**config.mk**
```make
export PLATFORM = sky130hd
export DESIGN_NAME = si1143_gesture_decoder
export DESIGN_NICKNAME = d
export VERILOG_FILES = /design/src/rtl/si1143_gesture_decoder.sv
export SDC_FILE = /design/constraint.sdc
export NUM_CORES = 1
export LEC_CHECK = 0
export ABC_AREA = 1
export BUFFER_PORTS_ARGS = -buffer_cell sky130_fd_sc_hd__buf_4
export CAP_MARGIN = 40
export CORE_MARGIN = 2
export CORE_UTILIZATION = 58
export DETAILED_ROUTE_END_ITERATION = 8
export PLACE_DENSITY = 0.91
export SLEW_MARGIN = 10
export SYNTH_ARGS = -nofsm -noshare
export SYNTH_HDL_FRONTEND = slang
export SYNTH_SLANG_ARGS = --single-unit
```
**constraint.sdc**
```tcl
create_clock -name clk -period 6.1 [get_ports clk]
set_input_delay 0.915 -clock clk [delete_from_list [all_inputs] [get_ports clk]]
set_output_delay 0.915 -clock clk [all_outputs]
set_load 0.05 [all_outputs]
```
**src/rtl/si1143_gesture_decoder.sv**
```systemverilog
// Si1143 proximity gesture decoder: classifies left/right/up/down swipes and taps
// from the order in which the PS1/PS2/PS3 channels cross the enter threshold.
module si1143_gesture_decoder #(
    parameter int              PS_W      = 16,
    parameter logic [PS_W-1:0] ENTER_THR = PS_W'(1200),
    parameter logic [PS_W-1:0] EXIT_THR  = PS_W'(800),
    parameter int              TS_W      = 8,
    parameter int              MIN_DT    = 2,
    parameter int              TIMEOUT   = 200
) (
    input  logic            clk,
    input  logic            reset,
    input  logic            sample_valid,
    input  logic [PS_W-1:0] ps1,
    input  logic [PS_W-1:0] ps2,
    input  logic [PS_W-1:0] ps3,
    output logic            presence,
    output logic            gesture_valid,
    output logic [2:0]      gesture_code,
    output logic [7:0]      gesture_count,
    output logic            timeout_flag
);
    typedef enum logic [1:0] {S_IDLE, S_TRACK, S_HOLD, S_DECIDE} state_t;

    localparam logic [2:0] CODE_LEFT  = 3'd1;
    localparam logic [2:0] CODE_RIGHT = 3'd2;
    localparam logic [2:0] CODE_UP    = 3'd3;
    localparam logic [2:0] CODE_DOWN  = 3'd4;
    localparam logic [2:0] CODE_TAP   = 3'd5;
    localparam logic [TS_W-1:0]        TIMEOUT_N = TS_W'(TIMEOUT);
    localparam logic signed [TS_W:0]   MIN_DT_S  = (TS_W+1)'(MIN_DT);

    state_t                 state_q, state_d;
    logic [TS_W-1:0]        n_q, n_d, n_inc;
    logic [2:0][TS_W-1:0]   t_q, t_d;
    logic [2:0]             v_q, v_d;
    logic                   presence_q, presence_d;
    logic                   gesture_valid_q, gesture_valid_d;
    logic [2:0]             gesture_code_q, gesture_code_d;
    logic [7:0]             gesture_count_q, gesture_count_d;
    logic                   timeout_flag_q, timeout_flag_d;

    logic [2:0][PS_W-1:0]   ps;
    logic [2:0]             covered, clear;
    logic [TS_W-1:0]        tm;
    logic signed [TS_W:0]   dx, dy, adx, ady, mag;
    logic                   dx_ok, dy_ok, two_plus, horiz;
    logic [2:0]             code_sel;

    assign ps = {ps3, ps2, ps1};

    always_comb begin
        for (int i = 0; i < 3; i++) begin
            covered[i] = ps[i] >= ENTER_THR;
            clear[i]   = ps[i] < EXIT_THR;
        end
    end

    assign n_inc = (n_q == {TS_W{1'b1}}) ? n_q : n_q + 1'b1;

    // Crossing-order classification; only meaningful while in DECIDE.
    always_comb begin
        dx_ok    = v_q[0] & v_q[1];
        dy_ok    = v_q[2] & (v_q[0] | v_q[1]);
        two_plus = (v_q[0] & v_q[1]) | (v_q[0] & v_q[2]) | (v_q[1] & v_q[2]);
        if (dx_ok)       tm = (t_q[0] < t_q[1]) ? t_q[0] : t_q[1];
        else if (v_q[0]) tm = t_q[0];
        else             tm = t_q[1];
        dx    = $signed({1'b0, t_q[1]}) - $signed({1'b0, t_q[0]});
        dy    = $signed({1'b0, tm}) - $signed({1'b0, t_q[2]});
        adx   = dx[TS_W] ? -dx : dx;
        ady   = dy[TS_W] ? -dy : dy;
        horiz = dx_ok && (!dy_ok || adx >= ady);
        mag   = horiz ? adx : ady;
        code_sel = CODE_TAP;
        if (mag >= MIN_DT_S) begin
            if (horiz) code_sel = dx[TS_W] ? CODE_LEFT : CODE_RIGHT;
            else       code_sel = dy[TS_W] ? CODE_UP : CODE_DOWN;
        end
    end

    always_comb begin
        state_d         = state_q;
        n_d             = n_q;
        t_d             = t_q;
        v_d             = v_q;
        gesture_valid_d = 1'b0;
        gesture_code_d  = gesture_code_q;
        gesture_count_d = gesture_count_q;
        timeout_flag_d  = timeout_flag_q;
        case (state_q)
            S_IDLE: begin
                if (sample_valid && |covered) begin
                    state_d = S_TRACK;
                    n_d     = '0;
                    t_d     = '0;
                    v_d     = covered;
                end
            end
            S_TRACK: begin
                if (sample_valid) begin
                    n_d = n_inc;
                    for (int i = 0; i < 3; i++) begin
                        if (covered[i] && !v_q[i]) begin
                            t_d[i] = n_inc;
                            v_d[i] = 1'b1;
                        end
                    end
                    // All-clear wins over a timeout landing on the same sample.
                    if (&clear) begin
                        state_d = S_DECIDE;
                    end else if (n_inc >= TIMEOUT_N) begin
                        state_d        = S_HOLD;
                        timeout_flag_d = 1'b1;
                    end
                end
            end
            S_HOLD: begin
                if (sample_valid && &clear) state_d = S_IDLE;
            end
            S_DECIDE: begin
                state_d = S_IDLE;
                if (two_plus) begin
                    gesture_valid_d = 1'b1;
                    gesture_code_d  = code_sel;
                    gesture_count_d = gesture_count_q + 8'd1;
                    timeout_flag_d  = 1'b0;
                end
            end
            default: state_d = S_IDLE;
        endcase
        presence_d = (state_d == S_TRACK) || (state_d == S_HOLD);
    end

    always_ff @(posedge clk) begin
        if (reset) begin
            state_q         <= S_IDLE;
            n_q             <= '0;
            t_q             <= '0;
            v_q             <= '0;
            presence_q      <= 1'b0;
            gesture_valid_q <= 1'b0;
            gesture_code_q  <= '0;
            gesture_count_q <= '0;
            timeout_flag_q  <= 1'b0;
        end else begin
            state_q         <= state_d;
            n_q             <= n_d;
            t_q             <= t_d;
            v_q             <= v_d;
            presence_q      <= presence_d;
            gesture_valid_q <= gesture_valid_d;
            gesture_code_q  <= gesture_code_d;
            gesture_count_q <= gesture_count_d;
            timeout_flag_q  <= timeout_flag_d;
        end
    end

    assign presence      = presence_q;
    assign gesture_valid = gesture_valid_q;
    assign gesture_code  = gesture_code_q;
    assign gesture_count = gesture_count_q;
    assign timeout_flag  = timeout_flag_q;
endmodule
```
# After elaboration in Yosys (flattened, before gate mapping)
# Index checks and enable logic that the tools add are counted.
# totals
regBits,51
inputBits,51
word_cells,113
# op_classes
addsub,6
order_cmp,10
eq_ne,14
n_mux,38
bitwise_logic,8
n_reduce_logical,24
# op_table
cell,n
$mux W8,9
$ge A16 B11 Y1 const B,3
$lt A16 B10 Y1 const B,3
$mux W24,2
$pmux W24 S2,1
$mux W9,3
$neg A9 Y9,2
$sub A8 B8 Y9,2
$add A8 B1 Y8 const B,2
$ne A2 B2 Y1 const B,8
$pmux W8 S2,1
$mux W3,5
$mux W2,6
$reduce_and A4 Y1,3
$ge A9 B3 Y1 const B,1
$ge A9 B9 Y1,1
$eq A8 B8 Y1 const B,1
$ge A8 B8 Y1 const B,1
$lt A8 B8 Y1,1
$mux W1,8
$pmux W2 S4,1
$eq A2 B2 Y1 const B,3
$logic_and A1 B1 Y1,6
$pmux W3 S2,1
other kinds (14),26

# Logic depth before layout (Yosys ltp)
# Gate-level depths: netlist (run 1).
# logic_depth
depth_word,12
depth_mapped,41
depth_no_buf,41

# Worst setup path after synthesis (run 1)
# No wires, ideal clock.
# synth_path
path_kind,register -> register
start,reg t_q[2] in the netlist's numbering
end,reg gesture_code_q[2] (netlist: gesture_code[2])
setup_time_ps,114
t_arrival_ps,4271
setup_slack_ps,1715
path_stages_with_launch,38
path_buffers,0
cell_sequence,dfxtp_1 > inv_1 > ha_1 > nand2_1 > nand2_1 > nand2_1 > nand3_2 > nand2_1 > nand2_1 > nand2_1 > nand2_1 > nand2_1 > inv_1 > nor2_1 > o21ai_0 > ha_1 > fa_1 > inv_1 > [2 not listed] > a31oi_4 > inv_4 > nor2_2 > xor2_1 > ha_1 > nand4_1 > o221ai_1 > nand3_1 > nand3_1 > nand2_1 > nand2_1 > nand2_1 > nand2_2 > nand3_1 > nand2_1 > inv_1 > nand3_1 > nand2_1
# synth_between
elab_chain_len,12
word_cells_on_any_way,18
cone_classes,add/sub (4); order compare (3); mux (9); reduce/logical (2)
# synth_rtl
item,line_no,text
start: declaration,35,"logic [2:0][TS_W-1:0] t_q, t_d;"
start signal: assignment,149,t_q <= t_d;
$lt A8 B8 Y1,66,if (dx_ok) tm = (t_q[0] < t_q[1]) ? t_q[0] : t_q[1];
$mux W8 (2 in series),66,
$sub A8 B8 Y9,70,"dy = $signed({1'b0, tm}) - $signed({1'b0, t_q[2]});"
$neg A9 Y9,72,ady = dy[TS_W] ? -dy : dy;
$mux W9,72,
$ge A9 B9 Y1,73,horiz = dx_ok && (!dy_ok || adx >= ady);
$logic_or A1 B1 Y1,73,
$logic_and A1 B1 Y1,73,
$mux W9,74,mag = horiz ? adx : ady;
$ge A9 B3 Y1,76,if (mag >= MIN_DT_S) begin
$mux W3 *,76,
end signal: assignment,153,gesture_code_q <= gesture_code_d;
end: declaration,39,"logic [2:0] gesture_code_q, gesture_code_d;"
# Mark *: on every way between the ends. The rest lies on a longest branch, timed or not.
# A chain may end at the register's enable or synchronous reset.

# Worst setup path after layout (run 1)
# layout_path
start,reg t_q[2] in the netlist's numbering
end,reg gesture_code_q[1] (netlist: gesture_code[1])
# Same word-level chain as after synthesis.

==> results.md, run 1 <==
* HP Start: gesture_count[7]
* Row cnt at 30
* Crit path DAT at approximately 5.4 ns
* Critical path fanouts, max at 10
* Util after Layout at between 60% and 70%
* Post-CTS Resized at 0
* # Post-CTS Setup Buffers at 0
* Post-route cell area at between 4000 and 5000 um2
* WL per Instance at 13.2 um
* R2R Path Start: t_q[2]
* CTS Buffer Depth at 2
* TritonCTS Buffers at 5
* Synthesized area at around 4200 um2
* Most used cell, CP: nand2_1
* Vert. Die Dim at around 90 um
* Synth Net Count at roughly 730
* Final period util at between 80% and 90%
* Antenna Cells at 0
* Htree depth at 2
* GRT Util Overall at between 20% and 30%
* Layout cells sized above 1 at between 10% and 20%
* Wirelength, routed at about 10000 um
* Full die area at ~7900 um2
* Layout Nets at just under 800
* Initial core utilization at 60.7%
* Pwr per Cell Area at around 300 nW/um2
* Fin. Hold Viols at 0
* Die Width at 88.8 um
* Total grt overflow at 0
* Req. time, crit path at 6.30 ns
* CTS root buf: clkbuf_8
* Leakage Power at around 2.3 nW
* Via count of the first global-routing pass at ~4200
* Cells after synthesis at between 600 and 700
* Sum Neg Setup Slack at 0 ns
* Via density per instance at approximately 5.6
* Fmax at ~190 MHz
* Hold Crit Class: reg -> reg
* DRC viols at 0
* Clock Pin Slew Worst Setup and Hold Paths at roughly 0.09 ns
* Iter 0 DRT Violations at ~230
* WS Path Type: reg -> reg
* Crit start category: flip-flop
* First-pass GRT wire length at approximately 17000 um
* Final min period at around 5.2 ns
* Largest net degree at the start of global routing at 30
* Port-buffer cells at 52
* TritonCTS clock tree: built
* Worst path max stage delay at roughly 0.39 ns
* Max Cap Viol at 0
* CP endpoint kind: flip-flop
* Final setup fails at 0
* Core ar. at roughly 7000 um2
* Rel. slew slack at 57.5%
* Netlist cell types at between 40 and 50
* Clock Sinks at around 50
* CTS hold repair buffers at 0
* Filler instances at around 570
* Cell Area, Placed at around 4600 um2
* Detailed placement HPWL at approximately 8400 um
* Synth warn at 0
* Slew Limit Fails at 0
* Clk Latency, worst-skew pair at 0.30 ns
* Syn Area/Cell at between 6 and 7 um2
* Least-Margin Pin Slew at ~0.64 ns
* Crit. Startpoint: t_q[2]
* Layout area overhead at 14.4%
* Status: complete, no violations
* # IOs at 65
* Clock Skews at between 0.003 and 0.004 ns
* GPL Wtd Cong at between 0.9 and 1
* Vias at between 4000 and 5000
* Initial antenna violation count at 0
* Crit-path slowest cell: ha_1
* R2R Setup Slk at 0.88 ns
* Maximum VDD drop at between 0.0001 and 0.00015 V
* Sequential area share after synthesis at around 24%
* RSZ-0062 raised after global routing: no
* Pre-antenna DRT Iters at 5
* Synth Register Bits at just over 50
* Antenna-violating nets left at 0
[report_power, final]
group / internal [mW] / switching, mW / total, mW
logic: 0.290 / 0.490 / 0.780
clock network: 0.163 / 0.111 / 0.275
registers: 0.353 / 0.0180 / 0.371
total: 0.806 / 0.619 / 1.43
[state kept, by name, indices dropped and copies added (netlist names)]
signal / flops
t_q: 24
gesture_count: 8
n_q: 8
gesture_code: 3
v_q: 3
state_q: 2
gesture_valid: 1
presence: 1
timeout_flag: 1
[layer usage]
layer | vias to the layer above | GRT usage (%) | routed length, um | part of all wire, %
li1 | 2243 | - | - | -
met1 | 2032 | 30.8 | 4260 | 41
met2 | 168 | 52.6 | 5540 | 53
met3 | 19 | 2.71 | 516 | 4.9
met4 | 0 | 9.50 | 161 | 1.5
met5 | - | 0 | 0 | 0
[stage by stage]
step | setup WS (ns) | total power, mW | std cells | hold slack (ns)
2_1_floorplan | 1.71 | 0.980 | 650 | 0.435
3_3_place_gp | 1.12 | 1.10 | 784 | 0.455
3_5_place_dp | 0.953 | 1.14 | 785 | 0.468
4_1_cts | 0.924 | 1.42 | 793 | 0.482
5_1_grt | 0.254 | 1.54 | 793 | 0.489
6_report | 0.878 | 1.43 | 793 | 0.480
[cells by family after synthesis]
family | synth area share, %
AOI/OAI and AO/OA | 20.2
xor gates and xnor gates | 1.89
adders and majority gates | 9.66
buffers and inverters | 11.3
DFF | 24.5
and+or+nand+nor | 32.5
[cells in the final DEF (no fill, tap or decap), drive strengths merged, types with 15 or more instances in the layout]
cell	count
nor2	63
inv	102
nand2	142
o21ai	68
a21oi	59
nand3	44
buf	53
dfxtp	51
ha	29
nor3	15
[critical path, delay by kind of cell (launching register included)]
kind | cells | cell delay [ns]
buffers and inverters | 4 | 0.56
adder cells (fa/ha/maj) | 4 | 1.31
flip-flops | 1 | 0.33
AND/OR/NAND/NOR | 23 | 2.12
AO/OA/AOI/OAI | 4 | 0.56
XOR/XNOR | 1 | 0.20
[cell usage after synthesis, drive strengths merged]
master / count / area [um2]
ha: 29 / 363
nand3b: 5 / 37.5
o21ai: 68 / 344
nor2: 63 / 272
nor3: 15 / 80.1
clkinv: 3 / 11.3
clkbuf: 7 / 26.3
nor4: 6 / 43.8
nand3: 44 / 250
inv: 102 / 385
o211ai: 2 / 15.0
a22oi: 6 / 45.0
o221ai: 1 / 8.76
a211oi: 4 / 30.0
a21oi: 59 / 314
nor3b: 1 / 7.51
and2: 1 / 6.26
and3: 1 / 6.26
fa: 2 / 40.0
xnor2: 4 / 35.0
o31ai: 3 / 22.5
dfxtp: 51 / 1020
nand4: 8 / 50.1
a31oi: 4 / 40.0
or4: 1 / 7.51
or2: 3 / 18.8
nand2: 142 / 576
buf: 7 / 46.3
a21boi: 1 / 7.51
xor2: 5 / 43.8
o21a: 2 / 15.0
[cell type report]
type	instances	area, um2	area share (%)
multi-input cells	480	2680	56.1
flip-flops and latches	51	1020	21.4
repair buffers	53	418	8.76
inverters	105	397	8.31
well taps	96	120	2.52
clock buffers	5	68.8	1.44
clock inverters	3	67.6	1.42
[path summary, 6_finish.rpt]
path,to,cells past startpoint
hold / removal,gesture_count[7],2
hold reg to reg,gesture_count[7],2
setup reg to reg,gesture_code[1],36
setup / recovery,gesture_code[1],36
No activity file was read; power rests on OpenSTA's default activity.
==> inputs of run 2 (changes only) <==
Settings changed: PLACE_DENSITY 0.91 to 0.81.
==> results.md, run 2 (synthesis gave the netlist of run 1 again) <==
* Status: complete, no violations (unchanged)
* Post-CTS Resized at 0 (unchanged)
* GPL Wtd Cong at 0.915 (was 0.905)
* Initial core utilization at 60.7% (unchanged)
* Layout cells sized above 1 at 15.6% (unchanged)
* Vias at 4364 (was 4462)
* Clock Pin Slew Worst Setup and Hold Paths at 0.10 ns (was 0.09 ns)
* Hold Crit Class: reg -> reg (unchanged)
* Least-Margin Pin Slew at 0.582 ns (was 0.636 ns)
* Most common library cell in the layout ignoring fill and taps: nand2_1 (unchanged)
* Most frequent cells in the layout: nand2_1, inv_1, o21ai_0, nor2_1, a21oi_1 (unchanged)
* Detailed-routed wire length on met2 at 5020 um (was 5540 um)
* Die Width at 88.8 um (unchanged)
* # IOs at 65 (unchanged)
* CTS Buffer Depth at 2 (unchanged)
* CP bufs+invs at 4 (unchanged)
* Pwr Total at 1.38 mW (was 1.43 mW)
* First-pass GRT wire length at 16800 um (was 17400 um)
* Largest net degree at the start of global routing at 35 (was 30)
* TritonCTS Buffers at 5 (unchanged)
* Clk Latency, worst-skew pair at 0.31 ns (was 0.30 ns)
* Maximum VDD drop at 0.000182 V (was 0.000147 V)
* Via density per instance at 5.50 (was 5.63)
* Detailed placement HPWL at 7980 um (was 8360 um)
* Final min period at 5.23 ns (was 5.22 ns)
* GRT Util Overall at 26.2% (was 27.3%)
* CTS hold repair buffers at 0 (unchanged)
* NetSw at 615 uW (was 619 uW)
* Crit start category: flip-flop (unchanged)
* Largest register FFs at 24 (unchanged)
* TritonCTS clock tree: built (unchanged)
* Pre-antenna DRT Iters at 5 (unchanged)
* Core ar. at 6870 um2 (unchanged)
* Initial antenna violation count at 0 (unchanged)
* Layout area overhead at 13.9% (was 14.4%)
* Wirelength, routed at 9900 um (was 10500 um)
* CP endpoint kind: flip-flop (unchanged)
* Max Cap Viol at 0 (unchanged)
* Met3 wire len at 478 um (was 516 um)
* Critical path fanouts, max at 10 (unchanged)
* Leakage Power at 2.31 nW (was 2.32 nW)
* Iter 0 DRT Violations at 162 (was 233)
* # Post-CTS Setup Buffers at 0 (unchanged)
* Final setup fails at 0 (unchanged)
* Req. time, crit path at 6.30 ns (about the same)
* Clock Power Share at 17.1% (was 19.3%)
* Full die area at 7880 um2 (unchanged)
* Sum Neg Setup Slack at 0 ns (unchanged)
* Gate power share at 56.0% (was 54.7%)
* Clock Skews at 0.00716 ns (was 0.00377 ns)
* WS Path Type: reg -> reg (unchanged)
* Rel. slew slack at 61.2% (was 57.5%)
* Port-buffer cells at 52 (unchanged)
* Filler instances at 644 (was 571)
* Crit path DAT at 5.43 ns (was 5.42 ns)
* CTS root buf: clkbuf_8 (unchanged)
* Layout Nets at 778 (unchanged)
* Final period util at 85.7% (was 85.6%)
* Share of power burned in registers at 26.8% (was 26.0%)
* DRC viols at 0 (unchanged)
* Antenna Cells at 0 (unchanged)
* Slew Limit Fails at 0 (unchanged)
* Net Sw Frac at 44.6% (was 43.4%)
* Fmax at 191 MHz (was 192 MHz)
* Pre-CTS setup slack at 0.970 ns (was 0.953 ns)
* Worst path max stage delay at 0.39 ns (about the same)
* Crit-path slowest cell: fa_1 (was ha_1)
* Largest delay share family, worst path: simple AND/OR/NAND/NOR gates (unchanged)
* WL per Instance at 12.5 um (was 13.2 um)
* Final WS setup at 0.874 ns (was 0.878 ns)
* Clock Sinks at 51 (unchanged)
* Antenna-violating nets left at 0 (unchanged)
* Fin. Hold Viols at 0 (unchanged)
* RSZ-0062 raised after global routing: no (unchanged)
* Biggest register: t_q (unchanged)
* Htree depth at 2 (unchanged)
* Row cnt at 30 (unchanged)
* Via count of the first global-routing pass at 4003 (was 4164)
* Total grt overflow at 0 (unchanged)
* Most used cell, CP: nand2_1 (unchanged)
* Met1 WL at 4280 um (was 4260 um)
* Pwr per Cell Area at 290 nW/um2 (was 299 nW/um2)
* Internal power at 763 uW (was 806 uW)
* Vert. Die Dim at 88.8 um (unchanged)
* Highest routed layer: met4 (unchanged)
-- run 2: cell count changes in the layout (fill, tap and decap cells not counted), sizes merged --
cell,previous run,this run
bufinv,2,1
inv,102,103
-- run 2: through the flow --
step           util [%]  hold slack [ns]  cells  cell area, um2
2_1_floorplan         -            0.435    650            4170
3_3_place_gp       67.1            0.452    784            4610
3_5_place_dp       67.5            0.463    785            4630
4_1_cts            69.1            0.477    793            4750
5_1_grt            69.1            0.499    793            4750
6_report           69.1            0.474    793            4750
-- run 2: layer usage --
| layer | vias to the layer above | GRT usage, % |
|---|---|---|
| met3 | 11 | 3.08 |
| met4 | 0 | 8.40 |
| met5 | - | 0 |
| met2 | 128 | 48.6 |
| met1 | 1988 | 31.1 |
| li1 | 2237 | - |
-- run 2: power groups by stage --
stage	clock (mW)	sequential, mW	combinational (mW)
global placement	0	0.376	0.726
finish	0.236	0.370	0.772
floorplan	0	0.375	0.606
CTS	0.242	0.369	0.767
detailed placement	0	0.376	0.762
global route	0.252	0.372	0.868
-- run 2: final cells by class --
cell class	count	area [um2]	area share, %
Multi-Input combinational cell	480	2680	56.4
Clock inverter	3	46.3	0.975
Clock buffer	5	68.8	1.45
Sequential cell	51	1020	21.5
Tap cell	96	120	2.53
Timing Repair Buffer	53	418	8.80
Inverter	105	397	8.35
-- run 2: worst min-delay path: stages (launching register included) --
cell and delay, ns:
dfxtp_1 0.32, inv_1 0.06, a21oi_1 0.05
-- run 2: path summary, 6_finish.rpt --
path                     from          endpoint  slack [ns]  depth (start not counted)
max reg2reg            t_q[2]   gesture_code[1]        0.87                         36
min          gesture_count[7]  gesture_count[7]        0.47                          2
max                    t_q[2]   gesture_code[1]        0.87                         36
min reg2reg  gesture_count[7]  gesture_count[7]        0.47                          2
==> inputs of run 3 (changes only) <==
Settings changed: ABC_AREA 1 to default.
==> results.md, run 3 <==
* WS Path Type: reg -> reg (unchanged)
* Maximum VDD drop at 0.000125 V (was 0.000182 V)
* Clock Sinks at 51 (unchanged)
* Final period util at 95.0% (was 85.7%)
* RSZ-0062 raised after global routing: no (unchanged)
* WL per Instance at 15.3 um (was 12.5 um)
* Most frequent cells in the layout: nor2_1, buf_4, nand2_1 (was nand2_1, inv_1, o21ai_0, nor2_1, a21oi_1)
* DRC viols at 0 (unchanged)
* Hold path cells at 2 (unchanged)
* Largest register FFs at 24 (unchanged)
* Antenna-violating nets left at 0 (unchanged)
* Vert. Die Dim at 88.3 um (was 88.8 um)
* Post-synth top area share at 24.8% (was 24.5%)
* R2R Setup Slk at 0.30 ns (was 0.87 ns)
* Synth top area cells: dfxtp_1, ha_1, nor2_1 (was dfxtp_1, nand2_1, ha_1)
* # placed instances at 662 (was 785)
* Most frequent cells after synthesis: nor2_1, nand2_1, dfxtp_1, a21oi_1 (was nand2_1, inv_1, nor2_1, o21ai_0, a21oi_1)
* CTS Buffer Depth at 2 (unchanged)
* CTS root buf: clkbuf_8 (unchanged)
* Initial core utilization at 60.3% (was 60.7%)
* Fmax at 172 MHz (was 191 MHz)
* Slew Limit Fails at 0 (unchanged)
* Via count of the first global-routing pass at 3687 (was 4003)
* Max Cap Viol at 0 (unchanged)
* Final setup fails at 0 (unchanged)
* Synthesized area at 4120 um2 (was 4170 um2)
* Iter 0 DRT Violations at 264 (was 162)
* Wirelength, routed at 10300 um (was 9900 um)
* Yosys top cell by area: dfxtp_1 (unchanged)
* TritonCTS clock tree: built (unchanged)
* CP endpoint kind: flip-flop (unchanged)
* Critical path fanouts, max at 7 (was 10)
* Clk Latency, worst-skew pair at 0.31 ns (about the same)
* Port-buffer cells at 52 (unchanged)
* R2R Path Start: t_q[1] (was t_q[2])
* Die Width at 88.3 um (was 88.8 um)
* Rel. slew slack at 58.7% (was 61.2%)
* Synth Net Count at 608 (was 732)
* Htree depth at 2 (unchanged)
* Non-Filler Instances at 671 (was 793)
* Crit path DAT at 6.00 ns (was 5.43 ns)
* Vias at 3984 (was 4364)
* Via density per instance at 5.94 (was 5.50)
* Clock Pin Slew Worst Setup and Hold Paths at 0.10 ns (about the same)
* Async set-reset flop share out of synthesis at 0% (unchanged)
* Final min period at 5.80 ns (was 5.23 ns)
* Total grt overflow at 0 (unchanged)
* Least-Margin Pin Slew at 0.612 ns (was 0.582 ns)
* Leakage Power at 1.97 nW (was 2.31 nW)
* Most common library cell in the layout ignoring fill and taps: nor2_1 (was nand2_1)
* Core ar. at 6830 um2 (was 6870 um2)
* Fin. Hold Viols at 0 (unchanged)
* Clock Skews at 0.00504 ns (was 0.00716 ns)
* Filler instances at 576 (was 644)
* Netlist cell types at 77 (was 46)
* GPL Wtd Cong at 0.873 (was 0.915)
* Layout area overhead at 15.5% (was 13.9%)
* HP Start: t_q[19] (was gesture_count[7])
* Status: complete, no violations (unchanged)
* Sequential area share after synthesis at 24.8% (was 24.5%)
* Number of synthesized flops with an enable pin at 0 (unchanged)
* Pwr per Cell Area at 167 nW/um2 (was 290 nW/um2)
* Most used DFF post-synth: dfxtp_1 (unchanged)
* Pre-antenna DRT Iters at 6 (was 5)
* Row cnt at 30 (unchanged)
* GRT Util Overall at 26.8% (was 26.2%)
* Syn Area/Cell at 7.83 um2 (was 6.41 um2)
* Initial antenna violation count at 0 (unchanged)
* First-pass GRT wire length at 16800 um (about the same)
* Worst r2r path cells at 26 (was 36)
* Synth Register Bits at 51 (unchanged)
* Synth warn at 0 (unchanged)
* Layout cells sized above 1 at 18.6% (was 15.6%)
* Full die area at 7790 um2 (was 7880 um2)
* Layout Nets at 656 (was 778)
* Top-count cell post-synth: nor2_1 (was nand2_1)
* TritonCTS Buffers at 5 (unchanged)
* # IOs at 65 (unchanged)
* Biggest register: t_q (unchanged)
* Antenna Cells at 0 (unchanged)
* Cells after synthesis at 526 (was 650)
* Pwr Total at 796 uW (was 1.38 mW)
* Hold Crit Class: reg -> reg (unchanged)
* Crit start category: flip-flop (unchanged)
* Largest net degree at the start of global routing at 50 (was 35)
* Req. time, crit path at 6.31 ns (was 6.30 ns)
* Detailed placement HPWL at 7920 um (was 7980 um)
* FF-to-FF End: gesture_code[1] (unchanged)
* Hold Path End: t_q[19] (was gesture_count[7])
[run 3: changes by cell type after synthesis, moves of 16 or more]
cell / change
a21oi_1: -18
inv_1: -65
mux2i_1: +23
nand2_1: -68
nand2_2: -16
nand3_1: -19
o21ai_0: -37
[run 3: logic make-up after synthesis]
group,synth area share [%]
simple gates,22.6
xor+xnor,7.72
fa+ha+maj,9.78
mux,7.50
buf+inv,4.40
compound gates,23.2
flops,24.8
[run 3: what timing repair did]
| item | in CTS | in global routing |
|---|---|---|
| buffers inserted | 0 | 1 |
| gates resized for setup | 2 | 10 |
| setup endpoints to repair | 2 | 3 |
| hold buffers | 0 | 0 |
| cloned | 0 | 0 |
| pin swaps | 0 | 2 |
[run 3: how the worst max path moves through the flow]
stage	from	to	slack, ns	cells past startpoint
6_report	t_q[1]	gesture_code[1]	0.30	26
5_1_grt	t_q[1]	gesture_code[1]	0.01	26
4_1_cts	t_q[1]	gesture_code[1]	0.09	26
3_5_place_dp	t_q[1]	gesture_code[1]	-0.09	26
3_3_place_gp	t_q[1]	gesture_code[1]	0.18	26
2_1_floorplan	t_q[2]	gesture_code[1]	0.60	27
[run 3: stage by stage]
step / area [um2] / hold slack (ns) / setup slack (ns) / util, % / TNS, ns
after floorplan: 4120 / 0.436 / 0.596 / - / 0
after global placement: 4590 / 0.443 / 0.181 / 67.3 / 0
after detailed placement: 4600 / 0.456 / -0.0907 / 67.4 / -0.0907
after CTS: 4690 / 0.470 / 0.0935 / 68.7 / 0
after global routing: 4760 / 0.484 / 0.0120 / 69.6 / 0
final: 4760 / 0.467 / 0.302 / 69.6 / 0
[run 3: critical path, stage by stage (launching register included)]
cell and delay, ns:
dfxtp_1 0.38, inv_1 0.09, ha_1 0.32, nand2b_1 0.11, a211oi_2 0.33, o21ai_1 0.12, nand2_1 0.11, a211oi_1 0.07
nor2_1 0.13, o2bb2ai_1 0.10, a21boi_2 0.24, buf_4 0.17, mux2_2 0.35, ha_1 0.24, or2_2 0.30, a211oi_1 0.18
a21oi_1 0.13, a2111o_1 0.47, nor3b_2 0.24, nand2_1 0.10, ha_1 0.27, inv_1 0.08, a31oi_4 0.27, o31a_1 0.24
a31oi_4 0.07, and3b_1 0.22, o41ai_2 0.36
[run 3: cell type report]
type | count | area [um2] | share of cell area [%]
clock inverter | 2 | 16.3 | 0.342
inverter | 29 | 109 | 2.29
timing repair buffer | 59 | 443 | 9.31
multi-input combinational | 428 | 2970 | 62.5
tap | 96 | 120 | 2.53
sequential | 51 | 1020 | 21.5
clock buffer | 6 | 72.6 | 1.53
[run 3: where the power goes]
group	total, mW	internal, mW	switching [mW]
sequential	0.345	0.338	0.00657
combinational	0.247	0.108	0.139
clock	0.205	0.0828	0.122
total	0.796	0.529	0.267
[run 3: routing by layer]
metal / vias up / global-route usage (%) / wire length, um
li1: 1976 / - / -
met1: 1870 / 36.2 / 4580
met2: 128 / 46.5 / 5100
met3: 10 / 3.82 / 519
met4: 0 / 4.41 / 82
met5: - / 0 / 0
